$ cat config.mk
export PLATFORM = sky130hd
export DESIGN_NAME = bitstream_self_writer_flat
export DESIGN_NICKNAME = d
export VERILOG_FILES = /design/src/rtl/bitstream_self_writer_if.sv /design/src/rtl/bitstream_self_writer.sv /design/src/flat_wrapper.sv
export SDC_FILE = /design/constraint.sdc
export NUM_CORES = 1
export LEC_CHECK = 0
export CORE_MARGIN = 8
export CORE_UTILIZATION = 40
export DETAILED_ROUTE_END_ITERATION = 10
export PLACE_DENSITY = 0.64
export RECOVER_POWER = 100
export SLEW_MARGIN = 40
export SYNTH_ARGS = -nofsm -noshare
export SYNTH_HDL_FRONTEND = slang
export SYNTH_SLANG_ARGS = --single-unit
$ cat constraint.sdc
create_clock -name CLK -period 2.63 [get_ports CLK]
set_input_delay 0.526 -clock CLK [delete_from_list [all_inputs] [get_ports CLK]]
set_output_delay 0.526 -clock CLK [all_outputs]
set_load 0.03 [all_outputs]
$ cat src/rtl/bitstream_self_writer_if.sv
// Byte-stream input and self-write output bundle for bitstream_self_writer.
// The slave modport is the writer itself; the master modport is the byte feeder.
interface bitstream_self_writer_if;
  logic        start;
  logic [7:0]  byte_data;
  logic        byte_valid;
  logic        byte_last;
  logic        byte_ready;
  logic [31:0] SelfWriteData;
  logic        SelfWriteStrobe;
  logic        busy;
  logic        done;
  logic [12:0] word_count;

  modport master (
    output start, byte_data, byte_valid, byte_last,
    input  byte_ready, SelfWriteData, SelfWriteStrobe, busy, done, word_count
  );

  modport slave (
    input  start, byte_data, byte_valid, byte_last,
    output byte_ready, SelfWriteData, SelfWriteStrobe, busy, done, word_count
  );
endinterface

$ cat src/rtl/bitstream_self_writer.sv
// Packs a byte stream big-endian into 32-bit words and drives each word to the
// fabric self-write port with fixed setup / one-cycle strobe / hold timing.
module bitstream_self_writer #(
  parameter int unsigned SETUP_CYCLES = 2,
  parameter int unsigned HOLD_CYCLES  = 2,
  parameter int unsigned MAX_BYTES    = 16384
) (
  input  logic                    CLK,
  input  logic                    resetn,
  bitstream_self_writer_if.slave  bus
);

  localparam logic [12:0] MAX_WORDS = 13'(MAX_BYTES / 4);
  localparam logic [3:0]  SETUP_END = 4'(SETUP_CYCLES - 1);
  localparam logic [3:0]  HOLD_END  = 4'(HOLD_CYCLES - 1);

  typedef enum logic [2:0] {IDLE, COLLECT, SETUP, STROBE, HOLD, DONE} state_t;

  state_t      state_q, state_d;
  logic [1:0]  idx_q, idx_d;
  logic [31:0] shift_q, shift_d;
  logic [31:0] data_q, data_d;
  logic        last_q, last_d;
  logic [3:0]  cnt_q, cnt_d;
  logic [12:0] wc_q, wc_d;
  logic        ready_q, ready_d;
  logic        strobe_q, strobe_d;
  logic        busy_q, busy_d;
  logic        done_q, done_d;

  logic        accept;
  logic [31:0] byte_word;

  // Shift buffer only ever holds already-placed bytes, so unfilled lanes stay zero.
  assign accept    = ready_q & bus.byte_valid;
  assign byte_word = {bus.byte_data, 24'h000000} >> {idx_q, 3'b000};

  always_comb begin
    state_d = state_q;
    idx_d   = idx_q;
    shift_d = shift_q;
    data_d  = data_q;
    last_d  = last_q;
    cnt_d   = cnt_q;
    wc_d    = wc_q;
    case (state_q)
      IDLE, DONE: begin
        if (bus.start) begin
          state_d = COLLECT;
          idx_d   = '0;
          shift_d = '0;
          wc_d    = '0;
          last_d  = 1'b0;
        end
      end
      COLLECT: begin
        if (accept) begin
          if (idx_q == 2'd3 || bus.byte_last) begin
            data_d  = shift_q | byte_word;
            shift_d = '0;
            idx_d   = '0;
            last_d  = bus.byte_last;
            cnt_d   = '0;
            state_d = SETUP;
          end else begin
            shift_d = shift_q | byte_word;
            idx_d   = idx_q + 2'd1;
          end
        end
      end
      SETUP: begin
        if (cnt_q == SETUP_END) state_d = STROBE;
        else                    cnt_d   = cnt_q + 4'd1;
      end
      STROBE: begin
        wc_d    = wc_q + 13'd1;
        cnt_d   = '0;
        state_d = HOLD;
      end
      HOLD: begin
        if (cnt_q == HOLD_END) state_d = (last_q || wc_q == MAX_WORDS) ? DONE : COLLECT;
        else                   cnt_d   = cnt_q + 4'd1;
      end
      default: state_d = IDLE;
    endcase

    // Outputs are registered from the next state so they line up with it.
    ready_d  = (state_d == COLLECT);
    strobe_d = (state_d == STROBE);
    busy_d   = (state_d == COLLECT) || (state_d == SETUP) ||
               (state_d == STROBE)  || (state_d == HOLD);
    done_d   = (state_d == DONE);
  end

  always_ff @(posedge CLK) begin
    if (!resetn) begin
      state_q  <= IDLE;
      idx_q    <= '0;
      shift_q  <= '0;
      data_q   <= '0;
      last_q   <= 1'b0;
      cnt_q    <= '0;
      wc_q     <= '0;
      ready_q  <= 1'b0;
      strobe_q <= 1'b0;
      busy_q   <= 1'b0;
      done_q   <= 1'b0;
    end else begin
      state_q  <= state_d;
      idx_q    <= idx_d;
      shift_q  <= shift_d;
      data_q   <= data_d;
      last_q   <= last_d;
      cnt_q    <= cnt_d;
      wc_q     <= wc_d;
      ready_q  <= ready_d;
      strobe_q <= strobe_d;
      busy_q   <= busy_d;
      done_q   <= done_d;
    end
  end

  assign bus.byte_ready      = ready_q;
  assign bus.SelfWriteData   = data_q;
  assign bus.SelfWriteStrobe = strobe_q;
  assign bus.busy            = busy_q;
  assign bus.done            = done_q;
  assign bus.word_count      = wc_q;

endmodule

$ cat src/flat_wrapper.sv
// flat-port wrapper written by rule: the top's interface ports become plain ports
module bitstream_self_writer_flat 
#(
  parameter int unsigned SETUP_CYCLES = 2,
  parameter int unsigned HOLD_CYCLES  = 2,
  parameter int unsigned MAX_BYTES    = 16384
)
  (CLK, resetn, bus_start, bus_byte_data, bus_byte_valid, bus_byte_last, bus_byte_ready, bus_SelfWriteData, bus_SelfWriteStrobe, bus_busy, bus_done, bus_word_count);
  bitstream_self_writer_if bus_i ();
  input  logic CLK;
  input  logic resetn;
  input wire logic [$bits(bus_i.start)-1:0] bus_start;
  input wire logic [$bits(bus_i.byte_data)-1:0] bus_byte_data;
  input wire logic [$bits(bus_i.byte_valid)-1:0] bus_byte_valid;
  input wire logic [$bits(bus_i.byte_last)-1:0] bus_byte_last;
  output wire logic [$bits(bus_i.byte_ready)-1:0] bus_byte_ready;
  output wire logic [$bits(bus_i.SelfWriteData)-1:0] bus_SelfWriteData;
  output wire logic [$bits(bus_i.SelfWriteStrobe)-1:0] bus_SelfWriteStrobe;
  output wire logic [$bits(bus_i.busy)-1:0] bus_busy;
  output wire logic [$bits(bus_i.done)-1:0] bus_done;
  output wire logic [$bits(bus_i.word_count)-1:0] bus_word_count;
  assign bus_i.start = bus_start;
  assign bus_i.byte_data = bus_byte_data;
  assign bus_i.byte_valid = bus_byte_valid;
  assign bus_i.byte_last = bus_byte_last;
  assign bus_byte_ready = bus_i.byte_ready;
  assign bus_SelfWriteData = bus_i.SelfWriteData;
  assign bus_SelfWriteStrobe = bus_i.SelfWriteStrobe;
  assign bus_busy = bus_i.busy;
  assign bus_done = bus_i.done;
  assign bus_word_count = bus_i.word_count;
  bitstream_self_writer #(.SETUP_CYCLES(SETUP_CYCLES), .HOLD_CYCLES(HOLD_CYCLES), .MAX_BYTES(MAX_BYTES)) u_core (.CLK(CLK), .resetn(resetn), .bus(bus_i));
endmodule
==> results.tsv, run 1 <==
stage	metric	value	unit
run_status	outcome	complete, no violations	
cts	cts_setup_buffers	0	
min_path	whs_path_depth	2	
global_route	grt_max_degree	39	
detailed_routing	drc	0	
global_route	grt_pass1_wl	14700	um
cts	cts-root-buf	clkbuf_8	
worst_setup_path	cpPeakStageDelay	0.78	ns
logic_synthesis	synth_top_flop_cell	dfxtp_1	
sta	final.period_utilization	0.861	
finish	multi_input_area	1780	um^2
detailed_routing	wl	8690	um
min_path	hold_start	u_core.shift_q[0]	
cts	ctsHtreeMaxLevel	3	
finish	nNetsFinal	502	
worst_setup_path	cp_slowest_cell	nor3b_1	
sta	rsz0062_at_grt	false	
detailed_routing	final_antenna_net_count	0	
floorplanning	die_y	114	um
worst_setup_path	worstPathRequired	2.93	ns
worst_setup_path	reg2reg_from	u_core.state_q[0]	
worst_setup_path	crit_arrival	2.57	ns
sta	worst_pin_slew	0.883	ns
floorplanning	initial_core_util	0.413	
worst_setup_path	cp_top_family	simple AND/OR/NAND/NOR gates	
placed_design	dp_hpwl	6100	um
finish	final_common_cell	dfxtp_1	
min_path	hold_path.class	reg2reg	
power_and_ir_drop	ir_worst_vdd	0.338	mV
floorplanning	dieArea	13000	um^2
detailed_routing	wire_per_inst	14.1	um
cts	cts_buffer_depth	2	
sta	max_slew_margin	0.410	
finish	fillCellCount	928	
sta	setup_violations	0	
worst_setup_path	reg2regPathDepth	5	
run	cap_violations	0	
cts	cts_tree	yes	
global_route	globalRoute.totalOverflow	0	
cts	cts.sinks	91	
min_path	min_to	u_core.shift_q[0]	
cts	cts_resized	0	
worst_setup_path	crit_path_max_fanout	8	
sta	drv_slew	0	
logic_synthesis	syn_nets	453	
sta	hold_viol_final	0	
floorplanning	core	9280	um^2
detailed_routing	vias	3138	
finish	drive_above_1_share	0.0654	
finish	post-route-util	0.508	
sta	max_freq	0.442	GHz
logic_synthesis	yosysSeqAreaShare	0.476	
cts	cts_made_buffers	9	
sta	tns	0	ns
logic_synthesis	synth_area	3830	um^2
floorplanning	fp.dieW	114	um
finish	ff_latch_area	1820	um^2
placed_design	io_buffer_count	61	
global_route	grt_pass1_vias	3072	
power_and_ir_drop	p_per_area	562	nW/um^2
worst_setup_path	path_class	in2reg	
power_and_ir_drop	power.leakage	0.00223	uW
detailed_routing	vias_per_cell	5.08	
worst_setup_path	regToRegEndpoint	u_core.shift_q[19]	
floorplanning	rows	35	
sta	period_needed	2.26	ns
logic_synthesis	syn_inst	435	
worst_setup_path	r2r_setup_slack	0.40	ns
cts	path_clk_slew	0.09	ns
finish	area_delta_synth_final	23.1	%
floorplanning	io_pins	62	
detailed_routing	dr.pass1.iters	4	
logic_synthesis	postSynth.asyncResetShare	0	
worst_setup_path	cp-end-kind	flop	
finish	final_cells	618	
sta	skew	0.00993	ns
logic_synthesis	synth_edf_count	0	
logic_synthesis	ys_ff_latch	91	
placed_design	globalplace.congestion	0.781	
finish	final_cell_mix	dfxtp_1, a21oi_1, nand2_1	
worst_setup_path	path_cells	clkdlybuf4s50_1 -> nand4b_2 -> a21boi_1 -> nor3b_1 -> a21oi_1 -> nor2_1	
worst_setup_path	path_buf_inv	1	
finish	antenna_cells	0	
placed_design	place_inst	602	
detailed_routing	drt_iter0_drc	165	
logic_synthesis	synth_cell_type_count	51	
cts	clk_latency	0.36	ns
logic_synthesis	ys_warn_count	0	
cts	postCtsHoldBufs	0	
global_route	antenna_found_initial	0	
logic_synthesis	synth_area_per_cell	8.81	um^2
global_route	grt_use_total	0.141	
worst_setup_path	start_kind	input port	
cells in the mapped netlist, types with 2 or more instances:
cell type / n / share of area
a31oi_1: 3 / 0.0049
nand3_1: 6 / 0.0078
buf_2: 11 / 0.014
nor4b_1: 2 / 0.0046
a21boi_0: 4 / 0.0078
o211ai_1: 3 / 0.0059
nor3_1: 2 / 0.0026
inv_1: 17 / 0.017
nor3b_1: 3 / 0.0059
and3_1: 5 / 0.0082
buf_1: 6 / 0.0059
nor3b_2: 3 / 0.0098
o21ai_0: 8 / 0.010
o21a_1: 3 / 0.0059
or3_1: 2 / 0.0033
a21oi_1: 69 / 0.090
ha_1: 5 / 0.016
or2_2: 3 / 0.0049
xnor2_1: 5 / 0.011
dfxtp_1: 91 / 0.48
mux2i_1: 4 / 0.010
clkbuf_1: 11 / 0.011
nand2_1: 53 / 0.052
o211a_1: 32 / 0.084
nor2b_1: 6 / 0.0098
nand4_1: 4 / 0.0065
and2_1: 3 / 0.0049
nor2_1: 44 / 0.043
buf_4: 3 / 0.0059
nand2b_1: 3 / 0.0049
stage by stage:
step / setup slack [ns] / hold slack [ns] / power, uW / cell area (um^2)
CTS: 0.504 / 0.452 / 2700 / 4770
global route: 0.187 / 0.480 / 2770 / 4720
floorplan: 0.838 / 0.425 / 1620 / 3830
finish: 0.365 / 0.451 / 2650 / 4720
detailed placement: 0.257 / 0.439 / 1710 / 4560
global placement: 0.312 / 0.432 / 1710 / 4560
worst register-to-register path: cells and delay by family, from the launching register on:
family | cells | cell delay, ns
and+or+nand+nor | 3 | 1.14
AOI/OAI and AO/OA | 2 | 0.45
DFF | 1 | 0.60
layout make-up:
cell class,instances,area share
clock buffers,12,0.0329
well taps,129,0.0342
multi-input cells,295,0.377
inverters,17,0.0135
flip-flops and latches,91,0.386
clock inverters,4,0.0119
repair buffers,70,0.144
flip-flops by register name, indices dropped and copies added, names as in the netlist:
signal,flops
u_core.bus.SelfWriteData,32
u_core.shift_q,32
u_core.bus.word_count,13
u_core.cnt_q,4
u_core.state_q,3
u_core.idx_q,2
u_core.bus.SelfWriteStrobe,1
u_core.bus.busy,1
u_core.bus.byte_ready,1
u_core.bus.done,1
u_core.last_q,1
worst max-delay path by stage:
stage	start	endpoint	slack, ns	cells past startpoint
2_1_floorplan	u_core.idx_q[0]	u_core.cnt_q[3]	0.84	6
3_3_place_gp	bus_byte_last	u_core.cnt_q[3]	0.31	6
3_5_place_dp	bus_byte_last	u_core.cnt_q[3]	0.26	6
4_1_cts	u_core.state_q[1]	u_core.bus.word_count[10]	0.50	5
5_1_grt	u_core.state_q[0]	u_core.shift_q[19]	0.19	5
6_report	bus_byte_valid	u_core.shift_q[19]	0.37	6
metal layers:
| layer | part of all wire | up-vias | track usage |
|---|---|---|---|
| met5 | 0 | - | 0 |
| li1 | - | 1598 | - |
| met1 | 0.44 | 1464 | 0.158 |
| met2 | 0.47 | 68 | 0.233 |
| met4 | 0.012 | 0 | 0.0426 |
| met3 | 0.077 | 8 | 0.0655 |
power by group:
group / internal, uW / switching (uW) / total [uW] / leakage (uW)
Sequential: 1400 / 22.7 / 1430 / 0.000736
Combinational: 93.1 / 144 / 237 / 0.00138
Clock: 499 / 486 / 985 / 0.000107
cell families (layout without fill, tap and decap cells):
logic type | after synthesis | count (layout) | synth area share
xor gates and xnor gates | 6 | 6 | 0.0137
muxes | 4 | 4 | 0.0105
adders and majority gates | 5 | 5 | 0.0163
AOI/OAI and AO/OA | 127 | 127 | 0.220
buffers and inverters | 49 | 103 | 0.0565
DFF | 91 | 91 | 0.476
and+or+nand+nor | 153 | 153 | 0.207
No activity file was read; power rests on OpenSTA's default activity.
==> run 2, diff against run 1 <==
--- a/config.mk
+++ b/config.mk
@@ -7,9 +7,11 @@
 export LEC_CHECK = 0
 export CORE_MARGIN = 8
 export CORE_UTILIZATION = 40
+export CTS_CLUSTER_SIZE = 40
 export DETAILED_ROUTE_END_ITERATION = 10
 export PLACE_DENSITY = 0.64
 export RECOVER_POWER = 100
+export REMOVE_ABC_BUFFERS = 1
 export SLEW_MARGIN = 40
 export SYNTH_ARGS = -nofsm -noshare
 export SYNTH_HDL_FRONTEND = slang
==> run 2 against run 1 <==
  * Utilization decreased by 0.44 points
  * Register-to-register slack improved by 0.12 ns
  * Non-clock buffer count unchanged
  * Global-route usage decreased by 0.32 points
  * First-iteration DRC count decreased by 13%
  * Sequential cell count unchanged
  * Critical path depth unchanged
  * Clock-buffer cell count decreased by 3
  * Clock power decreased by 12%
  * Worst hold slack improved by 0.0029 ns
  * Largest power group unchanged
  * Highest routed layer unchanged
==> results.tsv, run 2 (synthesis results as in run 1) <==
stage	metric	value	unit
run_status	outcome	complete, no violations	
run	cap_violations	0	
floorplanning	io_pins	62	
finish	fillCellCount	928	
floorplanning	die_y	114	um
worst_setup_path	reg2regPathDepth	6	
sta	period_needed	2.25	ns
sta	rsz0062_at_grt	false	
finish	drive_above_1_share	0.0695	
min_path	hold_path.class	reg2reg	
power_and_ir_drop	p_comb_frac	0.093	
power_and_ir_drop	p_switching	677	uW
floorplanning	initial_core_util	0.413	
worst_setup_path	start_kind	input port	
finish	area_delta_synth_final	22.0	%
detailed_routing	dr.pass1.iters	4	
cts	cts-root-buf	clkbuf_8	
worst_setup_path	worstPathRequired	2.89	ns
cts	cts_buffer_depth	2	
placed_design	io_buffer_count	61	
power_and_ir_drop	seqPwrFrac	0.565	
power_and_ir_drop	power_frac_clock	0.342	
cts	clk_latency	0.36	ns
worst_setup_path	cp-end-kind	flop	
global_route	use_met3	0.0534	
global_route	globalRouteMet2Util	0.230	
sta	timing.hold.ws	0.453	ns
finish	final_cell_mix	dfxtp_1, a21oi_1, nand2_1	
global_route	busiest_layer	met2	
detailed_routing	wl	8670	um
cts	cts_resized	0	
cts	path_clk_slew	0.10	ns
power_and_ir_drop	ir_worst_vdd	0.408	mV
detailed_routing	vias	3200	
worst_setup_path	crit_arrival	2.51	ns
placed_design	globalplace.congestion	0.813	
finish	fin_area	4670	um^2
cts	postCtsHoldBufs	0	
finish	antenna_cells	0	
power_and_ir_drop	p_int	1840	uW
detailed_routing	drt_iter0_drc	144	
sta	max_slew_margin	0.513	
detailed_routing	final_antenna_net_count	0	
placed_design	placed_cell_area	4540	um^2
worst_setup_path	crit_path_max_fanout	24	
worst_setup_path	reg2reg_from	u_core.idx_q[0]	
floorplanning	fp.dieW	114	um
global_route	globalRoute.totalOverflow	0	
global_route	grt_use_total	0.138	
detailed_routing	drc	0	
sta	drv_slew	0	
power_and_ir_drop	power.total	2520	uW
placed_design	dp_hpwl	6000	um
min_path	hold_start	u_core.shift_q[0]	
floorplanning	rows	35	
power_and_ir_drop	power.leakage	0.00218	uW
min_path	min_to	u_core.shift_q[0]	
finish	final_common_cell	dfxtp_1	
floorplanning	dieArea	13000	um^2
sta	skew	0.00971	ns
sta	setup_violations	0	
cts	cts_made_buffers	9	
cts	cts_tree	yes	
cts	cts.sinks	91	
global_route	antenna_found_initial	0	
global_route	grt_pass1_vias	3085	
detailed_routing	vias_per_cell	5.18	
sta	worst_pin_slew	0.725	ns
cts	ctsHtreeMaxLevel	3	
worst_setup_path	path_class	in2reg	
worst_setup_path	regToRegEndpoint	u_core.bus.SelfWriteData[26]	
detailed_routing	wire_per_inst	14.0	um
power_and_ir_drop	p_per_area	539	nW/um^2
finish	nNetsFinal	502	
power_and_ir_drop	switching_share	0.269	
sta	hold_viol_final	0	
floorplanning	core	9280	um^2
worst_setup_path	r2r_setup_slack	0.52	ns
sta	tns	0	ns
global_route	grt_pass1_wl	14800	um
min_path	whs_path_depth	2	
sta	final.period_utilization	0.855	
global_route	use_met1	0.162	
sta	max_freq	0.445	GHz
cts	cts_setup_buffers	0	
global_route	grt_max_degree	42	
## run 2: cell types whose count changed in the layout (fill, tap and decap cells not counted), sizes merged
cell / previous run / this run
inv: 18 / 19
dlygate4sd3: 49 / 50
buf: 5 / 8
clkinv: 2 / 5
bufinv: 1 / 0
clkbuf: 16 / 10
clkdlybuf4s50: 12 / 11
## run 2: how the worst max path moves through the flow
stage / slack (ns) / from / endpoint
after floorplan: -2.44 / u_core.bus.byte_ready / u_core.last_q
after global placement: 0.33 / bus_byte_valid / u_core.shift_q[2]
after detailed placement: 0.23 / bus_byte_last / u_core.cnt_q[3]
after CTS: 0.54 / u_core.bus.word_count[7] / bus_word_count[7]
after global routing: 0.22 / bus_byte_valid / u_core.bus.SelfWriteData[26]
final: 0.38 / bus_byte_valid / u_core.bus.SelfWriteData[26]
## run 2: layer usage
| layer | vias up | wire length [um] |
|---|---|---|
| li1 | 1602 | - |
| met1 | 1534 | 4040 |
| met2 | 59 | 4040 |
| met3 | 5 | 532 |
| met4 | 0 | 57 |
| met5 | - | 0 |
## run 2: metrics by stage
stage | setup WS, ns | std cells | utilization
after CTS | 0.537 | 618 | 0.507
final | 0.381 | 618 | 0.504
after floorplan | -2.44 | 403 | -
after global placement | 0.333 | 602 | 0.489
after detailed placement | 0.227 | 602 | 0.489
after global routing | 0.224 | 618 | 0.504
## run 2: worst max-delay path, stage by stage
cell and delay, ns:
dlygate4sd3_1 0.57, nand4b_1 0.21, nor3_1 0.46, clkbuf_2 0.47, nand2_1 0.12, o211a_1 0.15
## run 2: final cells by class
cell class,count,area (um^2),area share
clock inverter,7,50.0,0.0107
tap,129,161,0.0345
timing repair buffer,70,688,0.147
sequential,91,1820,0.390
clock buffer,9,124,0.0265
inverter,17,63.8,0.0137
multi-input combinational,295,1770,0.378
## run 2: power by group through the flow
stage	combinational (uW)	sequential, uW	clock, uW
after floorplan	105	1480	0
after global routing	256	1430	949
after detailed placement	243	1460	0
after CTS	245	1430	895
after global placement	242	1460	0
final	234	1420	862
